--- src/rtl/pipeline_stall_controller.sv ---
// Central pipeline control for the 5-stage RV32 core: turns hazard, redirect
// and data-memory handshake requests into stage-register enables and flushes,
// inserts data-memory wait states, traps runaway waits and counts events.
//
// state       | meaning
// ------------+-----------------------------------------------------------
// ST_RUN      | pipeline flowing; a MEM access without ready starts a wait
// ST_MEM_WAIT | pipeline frozen on an outstanding data-memory access
// ST_ERROR    | access exceeded MEM_TIMEOUT frozen cycles; only rst exits
module pipeline_stall_controller #(
    parameter int MEM_TIMEOUT = 16,
    parameter int CNT_W       = 32
) (
    input  logic             clk,
    input  logic             rst,
    input  logic             load_use_stall,
    input  logic             ex_redirect,
    input  logic             mem_access,
    input  logic             dmem_ready,
    output logic             dmem_valid,
    output logic             pc_we,
    output logic             if_id_we,
    output logic             id_ex_we,
    output logic             ex_mem_we,
    output logic             mem_wb_we,
    output logic             if_id_flush,
    output logic             id_ex_flush,
    output logic             mem_wb_bubble,
    output logic             mem_timeout,
    output logic [CNT_W-1:0] stall_cnt,
    output logic [CNT_W-1:0] flush_cnt,
    output logic [CNT_W-1:0] wait_cnt
);

    localparam int TMR_W = $clog2(MEM_TIMEOUT) + 1;
    localparam logic [TMR_W-1:0] TMR_LAST = TMR_W'(MEM_TIMEOUT - 1);

    typedef enum logic [1:0] {
        ST_RUN      = 2'd0,
        ST_MEM_WAIT = 2'd1,
        ST_ERROR    = 2'd2
    } state_t;

    state_t           state_q, state_d;
    logic [TMR_W-1:0] wait_timer_q, wait_timer_d;
    logic             mem_timeout_q, mem_timeout_d;
    logic [CNT_W-1:0] stall_cnt_q, stall_cnt_d;
    logic [CNT_W-1:0] flush_cnt_q, flush_cnt_d;
    logic [CNT_W-1:0] wait_cnt_q, wait_cnt_d;

    logic freeze;
    logic apply_redirect;
    logic apply_stall;

    // Classify the current cycle by priority: error > freeze > redirect > load-use.
    always_comb begin
        freeze         = 1'b0;
        apply_redirect = 1'b0;
        apply_stall    = 1'b0;
        if (!rst) begin
            freeze = ((state_q == ST_RUN) && mem_access && !dmem_ready) ||
                     ((state_q == ST_MEM_WAIT) && !dmem_ready);
            if (state_q != ST_ERROR && !freeze) begin
                apply_redirect = ex_redirect;
                apply_stall    = !ex_redirect && load_use_stall;
            end
        end
    end

    // Drive stage enables, flushes and the memory strobe with zero latency.
    always_comb begin
        pc_we         = 1'b0;
        if_id_we      = 1'b0;
        id_ex_we      = 1'b0;
        ex_mem_we     = 1'b0;
        mem_wb_we     = 1'b0;
        if_id_flush   = 1'b0;
        id_ex_flush   = 1'b0;
        mem_wb_bubble = 1'b0;
        dmem_valid    = 1'b0;
        if (rst) begin
            // Flush every stage so the pipeline restarts from NOPs.
            if_id_flush   = 1'b1;
            id_ex_flush   = 1'b1;
            mem_wb_bubble = 1'b1;
        end else if (state_q != ST_ERROR) begin
            dmem_valid = mem_access;
            if (freeze) begin
                mem_wb_we     = 1'b1;
                mem_wb_bubble = 1'b1;
            end else if (apply_redirect) begin
                pc_we       = 1'b1;
                if_id_we    = 1'b1;
                id_ex_we    = 1'b1;
                ex_mem_we   = 1'b1;
                mem_wb_we   = 1'b1;
                if_id_flush = 1'b1;
                id_ex_flush = 1'b1;
            end else if (apply_stall) begin
                id_ex_we    = 1'b1;
                id_ex_flush = 1'b1;
                ex_mem_we   = 1'b1;
                mem_wb_we   = 1'b1;
            end else begin
                pc_we     = 1'b1;
                if_id_we  = 1'b1;
                id_ex_we  = 1'b1;
                ex_mem_we = 1'b1;
                mem_wb_we = 1'b1;
            end
        end
    end

    // Next state, wait timer and sticky timeout flag.
    always_comb begin
        state_d       = state_q;
        wait_timer_d  = wait_timer_q;
        mem_timeout_d = mem_timeout_q;
        case (state_q)
            ST_RUN: begin
                if (mem_access && !dmem_ready) begin
                    state_d      = ST_MEM_WAIT;
                    wait_timer_d = TMR_W'(1);
                end
            end
            ST_MEM_WAIT: begin
                if (dmem_ready) begin
                    state_d      = ST_RUN;
                    wait_timer_d = '0;
                end else if (wait_timer_q == TMR_LAST) begin
                    state_d       = ST_ERROR;
                    mem_timeout_d = 1'b1;
                end else begin
                    wait_timer_d = wait_timer_q + TMR_W'(1);
                end
            end
            ST_ERROR: begin
                state_d = ST_ERROR;
            end
            default: begin
                state_d      = ST_RUN;
                wait_timer_d = '0;
            end
        endcase
    end

    // Saturating event counters; they stick at all-ones rather than wrap.
    always_comb begin
        stall_cnt_d = stall_cnt_q;
        flush_cnt_d = flush_cnt_q;
        wait_cnt_d  = wait_cnt_q;
        if (apply_stall && stall_cnt_q != '1) begin
            stall_cnt_d = stall_cnt_q + CNT_W'(1);
        end
        if (apply_redirect && flush_cnt_q != '1) begin
            flush_cnt_d = flush_cnt_q + CNT_W'(1);
        end
        if (freeze && wait_cnt_q != '1) begin
            wait_cnt_d = wait_cnt_q + CNT_W'(1);
        end
    end

    // State registers with synchronous reset.
    always_ff @(posedge clk) begin
        if (rst) begin
            state_q       <= ST_RUN;
            wait_timer_q  <= '0;
            mem_timeout_q <= 1'b0;
            stall_cnt_q   <= '0;
            flush_cnt_q   <= '0;
            wait_cnt_q    <= '0;
        end else begin
            state_q       <= state_d;
            wait_timer_q  <= wait_timer_d;
            mem_timeout_q <= mem_timeout_d;
            stall_cnt_q   <= stall_cnt_d;
            flush_cnt_q   <= flush_cnt_d;
            wait_cnt_q    <= wait_cnt_d;
        end
    end

    assign mem_timeout = mem_timeout_q;
    assign stall_cnt   = stall_cnt_q;
    assign flush_cnt   = flush_cnt_q;
    assign wait_cnt    = wait_cnt_q;

endmodule

--- config.mk ---
export PLATFORM = sky130hd
export DESIGN_NAME = pipeline_stall_controller
export DESIGN_NICKNAME = d
export VERILOG_FILES = /design/src/rtl/pipeline_stall_controller.sv
export SDC_FILE = /design/constraint.sdc
export NUM_CORES = 1
export LEC_CHECK = 0
export BUFFER_PORTS_ARGS = -buffer_cell sky130_fd_sc_hd__buf_2
export CORE_MARGIN = 4
export CORE_UTILIZATION = 35
export DETAILED_ROUTE_END_ITERATION = 16
export SLEW_MARGIN = 10
export SYNTH_ARGS = -nofsm -noshare
export SYNTH_HDL_FRONTEND = slang
export SYNTH_SLANG_ARGS = --single-unit
--- constraint.sdc ---
create_clock -name clk -period 6.1 [get_ports clk]
set_clock_uncertainty 0.05 [all_clocks]
set_input_delay 0.305 -clock clk [delete_from_list [all_inputs] [get_ports clk]]
set_output_delay 0.305 -clock clk [all_outputs]
set_load 0.02 [all_outputs]
# == Yosys cells after proc, flatten, opt, wreduce, memory -nomap -nowiden ==
# Index checks and enable logic that the tools add are counted.
# word_totals
register_bits,104
in_bits,6
out_inout_bits,106
# op_classes
n_addsub,4
eq_ne,10
muxes,37
n_bitwise,2
reduce_logical,17
# ops
operator,n
adder 32 x 1 -> 32 bit (second input constant),3
!= test 32 bit (second input constant),3
2-to-1 mux 1 bit,29
2-to-1 mux 5 bit,3
one-hot mux 5 bit (3 select lines),1
logical AND 1 bit,9
2-to-1 mux 2 bit,3
one-hot mux 2 bit (3 select lines),1
AND reduction 3 bit,2
adder 5 x 1 -> 5 bit (second input constant),1
equality test 5 x 4 -> 1 bit (second input constant),1
logical NOT 1 bit,3
!= test 3 x 2 -> 1 bit (second input constant),1
!= test 3 bit (second input constant),1
equality test 2 x 1 -> 1 bit (second input constant),1
equality test 2 bit (second input constant),1
logical NOT 2 bit,1
!= test 2 x 1 -> 1 bit (second input constant),1
!= test 2 bit (second input constant),1
NOT 1 bit,2
AND reduction 2 bit,1
logical OR 1 bit,1

# == Depth between registers and ports, before layout ==
# depth
ltp_word,13
ltp_mapped,10
ltp_nobuf,8

# == Worst setup path before layout ==
# OpenSTA, ideal clock, no wires.
# synth_path
path_kind,reg-to-reg
start,register flush_cnt_q[2] (netlist: flush_cnt[2])
end,register flush_cnt_q[29] (netlist: flush_cnt[29])
t_arrival_ns,2.282
setup_slack_ns,3.709
path_stages_with_launch,9
synth_period_minus_slack_ns,2.391
cell_sequence,dfxtp_1 -> and3_1 -> nand3_1 -> or3_1 -> clkbuf_1 -> or3_1 -> clkbuf_1 -> or4_1 -> nand2_1
# synth_between
elab_chain_len,2
elab_cells_between_ends,3
classes_between,add/sub (1); eq/ne (1); reduce/logical (1)
# synth_rtl
element,line_no,source
from (decl),48,"logic [CNT_W-1:0] flush_cnt_q, flush_cnt_d;"
from (signal assigned),177,flush_cnt_q <= flush_cnt_d;
"parallel branches: the longest is 2 deep, another holds adder 32 x 1 -> 32 bit",n/a,
# Several ways; the timed one is not identified.
# A chain may end at the register's enable or synchronous reset.

# == Worst setup path after layout ==
# layout_path
start,register state_q[0]
end,register flush_cnt_q[31] (netlist: flush_cnt[31])
# layout_between
elab_chain_len,9
elab_cells_between_ends,12
classes_between,eq/ne (2); mux (2); reduce/logical (8)
# layout_rtl
element,line_no,source
from (decl),44,"state_t state_q, state_d;"
from (signal assigned),173,state_q <= state_d;
logical NOT 2 bit,61,freeze = ((state_q == ST_RUN) && mem_access && !dmem_ready) ||
logical AND 1 bit (2 in series),61,
logical OR 1 bit,61,
logical NOT 1 bit,63,if (state_q != ST_ERROR && !freeze) begin
logical AND 1 bit *,63,
2-to-1 mux 1 bit *,63,
2-to-1 mux 1 bit *,60,if (!rst) begin
logical AND 1 bit *,155,if (apply_redirect && flush_cnt_q != '1) begin
# Every way passes the cells marked *; elsewhere a longest branch is shown, timed or not.

==> results.md <==
- Fraction of registers with async set/reset: 0%
- Register-to-register setup slack: 3.07 ns
- Critical Path RT: 6.27 ns
- Crit path launch type: flop
- First-pass GRT wire length: 21000 um
- Maximum clock path buffer count: 2
- Finish-stage setup viols: 0
- Worst-Margin Slew: 1.13 ns
- Crit path buf inv count: 0
- Crit-path max cell delay: 0.64 ns
- Vias: 4643
- Worst Setup End Kind: flop
- Fin crit period: 3.03 ns
- Mean post-synth cell area: 8.37 sq um
- Netlist cell types: 48
- Synthesis Warnings: 0
- Clk sinks: 104
- H-tree Lvls: 3
- Int Pwr: 0.983 mW
- Delay-heaviest family, CP: simple AND/OR/NAND/NOR gates
- DRC viols: 0
- Tcrit/Tclk final: 49.7%
- Number of flops mapped to enable cells by yosys: 0
- Switching power total: 0.287 mW
- Net count of the finished layout: 711
- Hold depth: 4
- Total track usage: 15.4%
- CP dominant cell by count: or3_1
- Starting DRT DRC Count: 326
- Core footprint: 14000 sq um
- RR Endpoint: flush_cnt[31]
- Routed len/inst: 14.5 um
- Final TNS setup: 0 ns
- Post-Route WL: 12800 um
- Status: completed
- Final instance area: 6010 sq um
- Cell Area, Synth: 5060 sq um
- Crit path capture: flush_cnt[31]
- WP data arrival: 3.20 ns
- TritonCTS clock tree: built
- Post-synth top area cell: dfxtp_1
- RSZ-0062 raised after global routing: false
- Area of the multi-input gates: 2820 sq um
- Die Y: 128 um
- Max VDD drop: 0.117 mV
- Fill cells: 1397
- PnR worst setup slack: 3.07 ns
- Seq/Total Area, Yosys: 41.1%
- Layout cell share with drive strength beyond 1: 20.4%
- Static Leak: 2.33 nW
- Switching Share: 22.6%
- Final total power: 1.27 mW
- Setup Buffers After CTS: 0
- Die ar.: 16400 sq um
- Largest net degree at the start of global routing: 78
- Register area: 2080 sq um
- Grt total ovfl: 0
- Crit path launch: state_q[0]
- Area Overhead vs Synth: 18.7%
- Final hold viol count: 0
- Pwr/cell area: 211 nW/um^2
- CP Cell Sequence: nand2b_1 -> o2111ai_1 -> or3_1 -> or3_1 -> o311ai_0 -> o41ai_1
- Power share of the combinational group: 3.9%
- Worst-path clk slew: 0.07 ns
- Post-Place Cell Area: 5740 sq um
- Chip width: 128 um
- FF+latch count, synth: 104
- Hold Path Class: primary input to flop
- Rows: 43
- Placer Congestion: 0.795
- Cell count after synthesis: 605
- Synth top area share: 41.1%
- TritonCTS Buffers: 9
- Slew Limit Fails: 0
- Initial Util: 36.0%
- Primary FF master, synth: dfxtp_1
- DR pass1 iterations: 4
- Worst Reg-to-Reg Cells: 6
- CP Depth: 6
- Vias in the first global route: 4256
- Vias per cell: 5.23
- ANT nets after route: 0
- Skew-Pair Late Insertion Delay: 0.35 ns
- Net Count, Synth: 616
- Headroom to the max-slew limit: 24.1%
- CTS Root Cell: clkbuf_16
- Top cells by area, synth: dfxtp_1 41%, xor2_1 6.7%, nor2_1 6.5%
- Reg2reg start: state_q[0]
- Post-CTS resize count: 0
- Pre-CTS setup slack: 2.86 ns
- Max_cap viols: 0
- Critical path class: flop to flop
- IO Count: 112
- Max Fclk: 330 MHz
- Clock power share: 42.0%
- Sequential share of power: 54.0%
- DP Wirelength: 9320 um
- Initial antenna violation count: 2
- Max FO, Critical Path: 12
- Critical-path top delay cell: or3_1
- Hold buffers post-CTS: 0
- I/O Buffers: 111
-- layout by cell type, fill, tap and decap left out, types with 3 or more instances in the layout --
cell       netlist  final
buf_2            0    111
dfxtp_1        104    104
nor2_1          87     87
nand2_1         46     46
nand3_1         40     40
xor2_1          39     39
xnor2_1         32     32
nand4_1         31     31
a21oi_1         27     27
and3_1          23     23
or3_1           22     22
nor3_1          20     20
o21ai_0         19     19
nor4_1          11     11
and4_1          10     10
clkbuf_16        0      9
inv_1            8      8
and2_1           6      6
ha_1             5      5
mux2i_1          4      4
nor3b_1          4      4
nor4b_2          4      4
nand4b_1         3      3
clkbuf_1        25      3
buf_4            2      3
-- cells in the mapped netlist (2+ instances only) --
cell	count
dfxtp_1	104
nor2_1	87
nand2_1	46
nand3_1	40
xor2_1	39
xnor2_1	32
nand4_1	31
a21oi_1	27
clkbuf_1	25
and3_1	23
or3_1	22
nor3_1	20
o21ai_0	19
nor4_1	11
and4_1	10
inv_1	8
and2_1	6
ha_1	5
mux2i_1	4
nor3b_1	4
nor4b_2	4
nand4b_1	3
a31o_2	2
buf_4	2
buf_6	2
nand2b_1	2
nor3_2	2
nor4_2	2
nor4b_1	2
or2_2	2
or4_4	2
-- through the flow --
step | hold slack (ns) | utilization (%) | instances
floorplan | 0.399 | - | 605
global placement | 0.416 | 40.8 | 869
detailed placement | 0.420 | 40.8 | 869
CTS | 0.295 | 42.8 | 885
global route | 0.317 | 42.8 | 886
finish | 0.315 | 42.8 | 887
-- cell families after synthesis --
family	count (synthesis)	synth area share (%)
DFF	104	41.1
AOI/OAI and AO/OA	57	6.43
and+or+nand+nor	326	34.9
xor gates and xnor gates	71	12.3
muxes	4	0.791
adders and majority gates	5	1.24
buffers and inverters	38	3.26
-- final cells by class --
cell class,instances,area share [%]
diodes,2,0.0833
clock buffers,13,4.16
clock inverters,3,0.292
inverters,8,0.500
multi-input cells,463,46.9
flip-flops and latches,104,34.7
well taps,180,3.75
repair buffers,114,9.62
-- layer usage --
metal	vias to the layer above	GRT usage (%)	share of wire [%]
li1	2345	-	-
met5	-	0	0.10
met4	2	4.00	0.92
met3	15	5.00	5.8
met2	102	26.4	49
met1	2179	18.7	44
-- worst min-delay path, stage by stage --
cell and delay, ns:
buf_2 0.10, nor2_1 0.10, nand4b_1 0.10, a21oi_1 0.06
-- state kept, by name, summed over array words and instances (netlist names) --
signal / cells
flush_cnt: 32
mem_timeout: 1
stall_cnt: 32
state_q: 2
wait_cnt: 32
wait_timer_q: 5
-- worst min-delay path by stage --
stage                          from         endpoint
floorplan           wait_timer_q[1]  wait_timer_q[1]
global route             dmem_ready  wait_timer_q[1]
CTS                      dmem_ready  wait_timer_q[1]
detailed placement      mem_timeout      mem_timeout
global placement    wait_timer_q[1]  wait_timer_q[1]
finish                   dmem_ready  wait_timer_q[1]
-- power by group through the flow --
stage | Combinational [mW] | Sequential [mW] | Clock, mW
finish | 0.0496 | 0.686 | 0.534
global route | 0.0549 | 0.687 | 0.580
CTS | 0.0507 | 0.686 | 0.551
detailed placement | 0.0506 | 0.702 | 0
global placement | 0.0498 | 0.702 | 0
floorplan | 0.0345 | 0.703 | 0
(Power assumes the default switching activity.)
